File: src/rtl/core_ex_lsu_pkg.sv
// core_ex_lsu_pkg
//   Shared definitions for the EX-stage load/store unit.
//   - CORE_XLEN       : datapath width (only 32 is supported)
//   - LSU_SIZE_*      : access size encodings carried on lsu_size
//   - LSU_EXC_*       : exception codes reported on exc_code
//   - lsu_state_e     : FSM state encodings of core_ex_lsu
package core_ex_lsu_pkg;

  localparam int CORE_XLEN = 32;

  localparam logic [1:0] LSU_SIZE_B = 2'b00;
  localparam logic [1:0] LSU_SIZE_H = 2'b01;
  localparam logic [1:0] LSU_SIZE_W = 2'b10;

  localparam logic [1:0] LSU_EXC_NONE     = 2'b00;
  localparam logic [1:0] LSU_EXC_MISALIGN = 2'b01;
  localparam logic [1:0] LSU_EXC_BUSERR   = 2'b10;

  typedef enum logic [1:0] {
    LSU_IDLE = 2'b00,
    LSU_REQ  = 2'b01,
    LSU_WAIT = 2'b10,
    LSU_DONE = 2'b11
  } lsu_state_e;

endpackage

File: src/rtl/core_lsu_align.sv
// core_lsu_align
//   Purely combinational alignment helper for the load/store unit.
//   Ports:
//     size        in  2   access size (B/H/W, 11 = reserved)
//     addr_lo     in  2   low address bits of the access
//     is_unsigned in  1   zero-extend loads instead of sign-extend
//     wdata       in  32  store data (rs2)
//     rdata       in  32  raw word returned by memory
//     misaligned  out 1   access cannot be issued (bad alignment or reserved size)
//     wstrb       out 4   byte strobes for a store at this address
//     wdata_lanes out 32  store data replicated across byte lanes
//     rdata_ext   out 32  selected and extended load data
module core_lsu_align
  import core_ex_lsu_pkg::*;
(
  input  logic [1:0]  size,
  input  logic [1:0]  addr_lo,
  input  logic        is_unsigned,
  input  logic [31:0] wdata,
  input  logic [31:0] rdata,
  output logic        misaligned,
  output logic [3:0]  wstrb,
  output logic [31:0] wdata_lanes,
  output logic [31:0] rdata_ext
);

  logic [7:0]  byte_sel;
  logic [15:0] half_sel;

  // Reserved size is reported as misaligned so it never reaches memory.
  always_comb begin
    misaligned = 1'b0;
    case (size)
      LSU_SIZE_B: misaligned = 1'b0;
      LSU_SIZE_H: misaligned = addr_lo[0];
      LSU_SIZE_W: misaligned = (addr_lo != 2'b00);
      default:    misaligned = 1'b1;
    endcase
  end

  always_comb begin
    wstrb = 4'b0000;
    case (size)
      LSU_SIZE_B: wstrb = 4'b0001 << addr_lo;
      LSU_SIZE_H: wstrb = 4'b0011 << addr_lo;
      LSU_SIZE_W: wstrb = 4'b1111;
      default:    wstrb = 4'b0000;
    endcase
  end

  // Each byte lane carries the byte of rs2 that would land there after the
  // strobe is applied: byte ops repeat byte 0, half ops repeat bytes 0/1.
  genvar gi;
  generate
    for (gi = 0; gi < 4; gi++) begin : g_lane
      always_comb begin
        case (size)
          LSU_SIZE_B: wdata_lanes[8*gi +: 8] = wdata[7:0];
          LSU_SIZE_H: wdata_lanes[8*gi +: 8] = wdata[8*(gi%2) +: 8];
          default:    wdata_lanes[8*gi +: 8] = wdata[8*gi +: 8];
        endcase
      end
    end
  endgenerate

  always_comb begin
    byte_sel = rdata[7:0];
    case (addr_lo)
      2'b00: byte_sel = rdata[7:0];
      2'b01: byte_sel = rdata[15:8];
      2'b10: byte_sel = rdata[23:16];
      2'b11: byte_sel = rdata[31:24];
      default: byte_sel = rdata[7:0];
    endcase
  end

  // Halves are only ever issued at addr_lo = 0 or 2.
  assign half_sel = addr_lo[1] ? rdata[31:16] : rdata[15:0];

  always_comb begin
    rdata_ext = rdata;
    case (size)
      LSU_SIZE_B: rdata_ext = is_unsigned ? {24'b0, byte_sel}
                                          : {{24{byte_sel[7]}}, byte_sel};
      LSU_SIZE_H: rdata_ext = is_unsigned ? {16'b0, half_sel}
                                          : {{16{half_sel[15]}}, half_sel};
      default:    rdata_ext = rdata;
    endcase
  end

endmodule

File: src/rtl/core_ex_lsu.sv
// core_ex_lsu
//   Load/store unit behind the EX-stage ALU. Accepts one memory op at a time
//   over a valid/ready handshake, issues one word-aligned request to the data
//   memory port, and returns extended load data or an exception.
//   Ports:
//     clk, rst              clock, asynchronous active-high reset
//     lsu_valid/lsu_ready   EX op handshake (ready only while idle)
//     lsu_is_store, lsu_size, lsu_unsigned, lsu_addr, lsu_wdata, lsu_rd
//                           op description captured on acceptance
//     lsu_flush             kill the in-flight op / block acceptance
//     mem_req_*             request channel (held stable until ready)
//     mem_rsp_*             response channel (data + bus error)
//     wb_valid/wb_rd/wb_data  one-cycle load writeback
//     done                  one-cycle completion pulse
//     exc_valid/exc_code/exc_addr  one-cycle exception report
module core_ex_lsu
  import core_ex_lsu_pkg::*;
#(
  parameter int XLEN = CORE_XLEN,
  parameter int RD_W = 5
) (
  input  logic            clk,
  input  logic            rst,
  input  logic            lsu_valid,
  output logic            lsu_ready,
  input  logic            lsu_is_store,
  input  logic [1:0]      lsu_size,
  input  logic            lsu_unsigned,
  input  logic [XLEN-1:0] lsu_addr,
  input  logic [XLEN-1:0] lsu_wdata,
  input  logic [RD_W-1:0] lsu_rd,
  input  logic            lsu_flush,
  output logic            mem_req_valid,
  input  logic            mem_req_ready,
  output logic [XLEN-1:0] mem_req_addr,
  output logic            mem_req_we,
  output logic [3:0]      mem_req_wstrb,
  output logic [XLEN-1:0] mem_req_wdata,
  input  logic            mem_rsp_valid,
  input  logic [XLEN-1:0] mem_rsp_rdata,
  input  logic            mem_rsp_err,
  output logic            wb_valid,
  output logic [RD_W-1:0] wb_rd,
  output logic [XLEN-1:0] wb_data,
  output logic            done,
  output logic            exc_valid,
  output logic [1:0]      exc_code,
  output logic [XLEN-1:0] exc_addr
);

  lsu_state_e state_reg, state_next;

  logic            is_store_reg;
  logic [1:0]      size_reg;
  logic            unsigned_reg;
  logic [XLEN-1:0] addr_reg;
  logic [XLEN-1:0] wdata_reg;
  logic [RD_W-1:0] rd_reg;
  logic [XLEN-1:0] load_data_reg;
  logic            kill_reg, kill_next;
  logic [1:0]      exc_code_reg, exc_code_next;

  logic accept;
  logic rsp_take;

  logic        al_misaligned;
  logic [3:0]  al_wstrb;
  logic [31:0] al_wdata_lanes;
  logic [31:0] al_rdata_ext;
  logic [1:0]  al_size;
  logic [1:0]  al_addr_lo;

  // While idle the aligner checks the op being offered; afterwards it works
  // on the captured op, so a single instance covers all three jobs.
  assign al_size    = (state_reg == LSU_IDLE) ? lsu_size       : size_reg;
  assign al_addr_lo = (state_reg == LSU_IDLE) ? lsu_addr[1:0]  : addr_reg[1:0];

  core_lsu_align u_align (
    .size        (al_size),
    .addr_lo     (al_addr_lo),
    .is_unsigned (unsigned_reg),
    .wdata       (wdata_reg),
    .rdata       (mem_rsp_rdata),
    .misaligned  (al_misaligned),
    .wstrb       (al_wstrb),
    .wdata_lanes (al_wdata_lanes),
    .rdata_ext   (al_rdata_ext)
  );

  always_ff @(posedge clk or posedge rst) begin
    if (rst) begin
      state_reg <= LSU_IDLE;
    end else begin
      state_reg <= state_next;
    end
  end

  always_comb begin
    state_next    = state_reg;
    accept        = 1'b0;
    rsp_take      = 1'b0;
    kill_next     = kill_reg;
    exc_code_next = exc_code_reg;
    lsu_ready     = 1'b0;
    mem_req_valid = 1'b0;
    done          = 1'b0;
    wb_valid      = 1'b0;
    exc_valid     = 1'b0;
    case (state_reg)
      LSU_IDLE: begin
        lsu_ready = 1'b1;
        kill_next = 1'b0;
        if (lsu_valid && !lsu_flush) begin
          accept = 1'b1;
          if (al_misaligned) begin
            state_next    = LSU_DONE;
            exc_code_next = LSU_EXC_MISALIGN;
          end else begin
            state_next    = LSU_REQ;
            exc_code_next = LSU_EXC_NONE;
          end
        end
      end
      LSU_REQ: begin
        mem_req_valid = 1'b1;
        if (mem_req_ready) begin
          // Request already left: a flush now must still drain the response.
          state_next = LSU_WAIT;
          kill_next  = kill_reg | lsu_flush;
        end else if (lsu_flush) begin
          state_next = LSU_IDLE;
        end
      end
      LSU_WAIT: begin
        kill_next = kill_reg | lsu_flush;
        if (mem_rsp_valid) begin
          rsp_take   = 1'b1;
          state_next = LSU_DONE;
          if (mem_rsp_err) begin
            exc_code_next = LSU_EXC_BUSERR;
          end
        end
      end
      LSU_DONE: begin
        state_next = LSU_IDLE;
        if (!kill_reg && !lsu_flush) begin
          done = 1'b1;
          if (exc_code_reg != LSU_EXC_NONE) begin
            exc_valid = 1'b1;
          end else if (!is_store_reg) begin
            wb_valid = 1'b1;
          end
        end
      end
      default: state_next = LSU_IDLE;
    endcase
  end

  always_ff @(posedge clk or posedge rst) begin
    if (rst) begin
      is_store_reg  <= 1'b0;
      size_reg      <= 2'b00;
      unsigned_reg  <= 1'b0;
      addr_reg      <= '0;
      wdata_reg     <= '0;
      rd_reg        <= '0;
      load_data_reg <= '0;
      kill_reg      <= 1'b0;
      exc_code_reg  <= LSU_EXC_NONE;
    end else begin
      kill_reg     <= kill_next;
      exc_code_reg <= exc_code_next;
      if (accept) begin
        is_store_reg <= lsu_is_store;
        size_reg     <= lsu_size;
        unsigned_reg <= lsu_unsigned;
        addr_reg     <= lsu_addr;
        wdata_reg    <= lsu_wdata;
        rd_reg       <= lsu_rd;
      end
      if (rsp_take && !is_store_reg) begin
        load_data_reg <= al_rdata_ext;
      end
    end
  end

  // Side-channel outputs are forced to zero outside the cycle they are valid
  // in, so stale captured values never leak onto the buses.
  assign mem_req_addr  = mem_req_valid ? {addr_reg[XLEN-1:2], 2'b00} : '0;
  assign mem_req_we    = mem_req_valid & is_store_reg;
  assign mem_req_wstrb = (mem_req_valid && is_store_reg) ? al_wstrb : 4'b0000;
  assign mem_req_wdata = (mem_req_valid && is_store_reg) ? al_wdata_lanes : '0;

  assign wb_rd    = wb_valid  ? rd_reg        : '0;
  assign wb_data  = wb_valid  ? load_data_reg : '0;
  assign exc_code = exc_valid ? exc_code_reg  : 2'b00;
  assign exc_addr = exc_valid ? addr_reg      : '0;

endmodule

File: config.mk
export PLATFORM = sky130hd
export DESIGN_NAME = core_ex_lsu
export DESIGN_NICKNAME = d
export VERILOG_FILES = /design/src/rtl/core_ex_lsu_pkg.sv /design/src/rtl/core_lsu_align.sv /design/src/rtl/core_ex_lsu.sv
export SDC_FILE = /design/constraint.sdc
export NUM_CORES = 1
export LEC_CHECK = 0
export ABC_CLOCK_PERIOD_IN_PS = 3490
export CAP_MARGIN = 20
export CELL_PAD_IN_SITES_DETAIL_PLACEMENT = 0
export CELL_PAD_IN_SITES_GLOBAL_PLACEMENT = 1
export CORE_MARGIN = 3
export CORE_UTILIZATION = 30
export CTS_BUF_LIST = sky130_fd_sc_hd__clkbuf_8
export DETAILED_ROUTE_END_ITERATION = 10
export GPL_TIMING_DRIVEN = 0
export HOLD_SLACK_MARGIN = 0.1
export PLACE_DENSITY_LB_ADDON = 0.25
export SLEW_MARGIN = 10
export SYNTH_ARGS = -nofsm -noshare
export SYNTH_HDL_FRONTEND = slang
export SYNTH_SLANG_ARGS = --single-unit
File: constraint.sdc
create_clock -name clk -period 3.49 [get_ports clk]
set_input_delay 0.698 -clock clk [delete_from_list [all_inputs] [get_ports clk]]
set_output_delay 0.698 -clock clk [all_outputs]
set_load 0.01 [all_outputs]
==> flow_metrics.env <==
export IMPL_wirelength_um=23500
export IMPL_synth_avg_cell_area_um2=9.33
export IMPL_final_instance_count_excl_fill=1245
export IMPL_antenna_found_initial=0
export IMPL_postPlaceCellArea_mm2=0.00938
export IMPL_worst_min_path_class="reg -> reg"
export IMPL_clkSinkCount=110
export IMPL_status="completed"
export IMPL_dieWidth_um=152
export IMPL_static_leakage_power_nw=4.28
export IMPL_global_route_wire_length_before_repair_um=36700
export IMPL_footprint_of_the_multi_input_gates_mm2=0.00352
export IMPL_numPortBuffers=254
export IMPL_drt_first_pass_iters=5
export IMPL_most_common_cell_after_layout_fill_and_taps_aside="clkdlybuf4s50_1"
export IMPL_core_region_area_mm2=0.0206
export IMPL_relSlewSlack_pct=35.8
export IMPL_post_route_period_util_pct=96.0
export IMPL_part_of_the_yosys_area_used_for_sequential_elements_pct=42.8
export IMPL_worstPathMaxFanout=10
export IMPL_ff2ff_path_depth=7
export IMPL_core_util_final_pct=47.7
export IMPL_synth_ff_latch_count=110
export IMPL_cts_htree_levels=3
export IMPL_drt_vias_per_instance=4.97
export IMPL_critPathSlowestCell="clkdlybuf4s50_1"
export IMPL_timing_critical_path_from="state_reg[1]"
export IMPL_required_ps=2790
export IMPL_area_growth_synth_to_final_pct=53.2
export IMPL_cts_root_buf="clkbuf_8"
export IMPL_top_level_ports=257
export IMPL_final_design_area_no_fill_mm2=0.00985
export IMPL_timing_final_ws_setup_ps=138
export IMPL_die_y_um=152
export IMPL_crit_path_end_kind="primary output"
export IMPL_floorplan_rows=52
export IMPL_timing_worst_setup_path_type="reg -> out"
export IMPL_grt_start_max_net_pins=35
export IMPL_hold_ws_ps=507
export IMPL_peakVddDrop_mv=0.342
export IMPL_dr_first_iter_drc_count=349
export IMPL_via_count_of_the_first_global_routing_pass=6299
export IMPL_global_route_overflow_total=0
export IMPL_drc_errors=0
export IMPL_most_common_layout_cells="clkdlybuf4s50_1, dfrtp_1, nand2_1"
export IMPL_layout_drive_gt1_share_pct=17.2
export IMPL_crit_path_end="wb_data[7]"
export IMPL_post_dp_hpwl_um=18000
export IMPL_setup_violations=0
export IMPL_clk_latency_ps=400
export IMPL_worst_r2r_startpoint="state_reg[1]"
export IMPL_final_fill_count=2039
export IMPL_count_of_cell_types_in_the_netlist=47
export IMPL_max_cap_violations=0
export IMPL_yosysWarnings=0
export IMPL_tritoncts_clock_tree="built"
export IMPL_syn_inst=689
export IMPL_final_hold_violation_count=0
export IMPL_power_density_mw_per_mm2=738
export IMPL_routed_wire_length_per_instance_um=18.9
export IMPL_worst_r2r_endpoint="load_data_reg[11]"
export IMPL_drt_antenna_violating_nets=0
export IMPL_r2r_slack_ps=850
export IMPL_critical_path_arrival_ps=2650
export IMPL_cts_hold_buf=0
export IMPL_finalNetCount=1088
export IMPL_synth_edf_count=0
export IMPL_gp_congestion=0.787
export IMPL_timing_final_max_slew_violations=0
export IMPL_timing_critical_path_cells="buf_4 > ha_1 > nor3b_4 > nor4b_4 > buf_8 > clkbuf_4 > and2_1 > clkdlybuf4s50_1"
export IMPL_synth_area_mm2=0.00643
export IMPL_worst_setup_hold_path_clk_slew_ps=110
export IMPL_die_area_mm2=0.0232
export IMPL_layout_area_seq_mm2=0.00275
export IMPL_antenna_cells_inserted=0
export IMPL_grt_usage_pct=19.8
export IMPL_async_flop_share_pct=100
export IMPL_timing_clock_skew_ps=14.6
export IMPL_max_stage_delay_ps=530
export IMPL_clock_tree_buffer_depth=2
export IMPL_tightestPinTransition_ps=959
export IMPL_achievable_frequency_ghz=0.298
export IMPL_post_place_ws_ps=-896
export IMPL_dpl_cell_count=1217
export IMPL_timing_final_crit_period_ps=3350
export IMPL_critPathLaunchType="flip-flop"
export IMPL_floorplan_initialDensity_pct=31.2
export IMPL_via_count=6188
export IMPL_synthFlopType="dfrtp_1"
export IMPL_cts_buffers=9
==> what timing repair did <==
action	4_1_cts	5_1_grt
gates resized for setup	48	34
setup buffers	9	7
endpoints found under the setup margin	106	86
hold endpoints to repair	0	0
pin swaps	1	1
==> where the power goes <==
part / leakage (nW) / switching [mW] / internal [mW]
clock network: 0.0973 / 0.517 / 0.278
registers: 1.29 / 0.475 / 1.92
logic: 2.89 / 2.08 / 2.00
==> cells by family after synthesis <==
logic type | synth area share (%)
DFF | 42.8
muxes | 14.4
AOI/OAI and AO/OA | 13.3
and+or+nand+nor | 24.2
buffers and inverters | 4.01
adders and majority gates | 1.17
other | 0.0583
==> layer usage <==
| layer | routed length (µm) | track usage [%] | part of all wire (%) |
|---|---|---|---|
| met1 | 10200 | 25.7 | 44 |
| met2 | 10900 | 31.9 | 46 |
| met3 | 2050 | 7.58 | 8.7 |
| met4 | 323 | 3.51 | 1.4 |
| met5 | 0 | 0 | 0 |
==> area by class of cell <==
class	instances	share of cell area, %
inverter	7	0.305
clock buffer	9	1.26
timing repair buffer	273	27.8
multi-input combinational	523	35.7
buffer	46	2.95
sequential	110	28.0
clock inverter	7	0.610
tap	270	3.43
==> how the worst min path moves through the flow <==
| stage | startpoint | endpoint | slack [ps] | cells past startpoint |
|---|---|---|---|---|
| final | rd_reg[2] | rd_reg[2] | 510 | 1 |
| after global routing | addr_reg[20] | addr_reg[20] | 540 | 1 |
| after CTS | rd_reg[0] | rd_reg[0] | 520 | 1 |
| after detailed placement | rd_reg[0] | rd_reg[0] | 490 | 1 |
| after global placement | rd_reg[0] | rd_reg[0] | 480 | 1 |
| after floorplan | rd_reg[0] | rd_reg[0] | 470 | 1 |
==> cells in the mapped netlist (all sizes together) (9+ instances only) <==
library cell,n,area [µm²]
mux2,77,867
nand2,107,402
dfrtp,110,2750
buf,23,130
nor2b,9,56.3
a21oi,50,288
and3,24,150
and2,101,632
clkbuf,27,101
o21ai,22,110
nand3,17,85.1
o22ai,9,56.3
nor2,33,124
==> critical path, delay by kind of cell, from the launching register on <==
family        cells  cell delay, ps
fa+ha+maj         1             140
buf+inv           4            1050
flops             1             390
simple gates      3             690
==> stage by stage <==
stage               TNS (ps)  total power, mW
finish                     0             7.27
global route           -40.1             7.86
CTS                        0             7.26
detailed placement    -36620             6.24
global placement      -37770             6.19
floorplan                  0             4.63
Note: power is estimated with default switching activity, not from simulation.
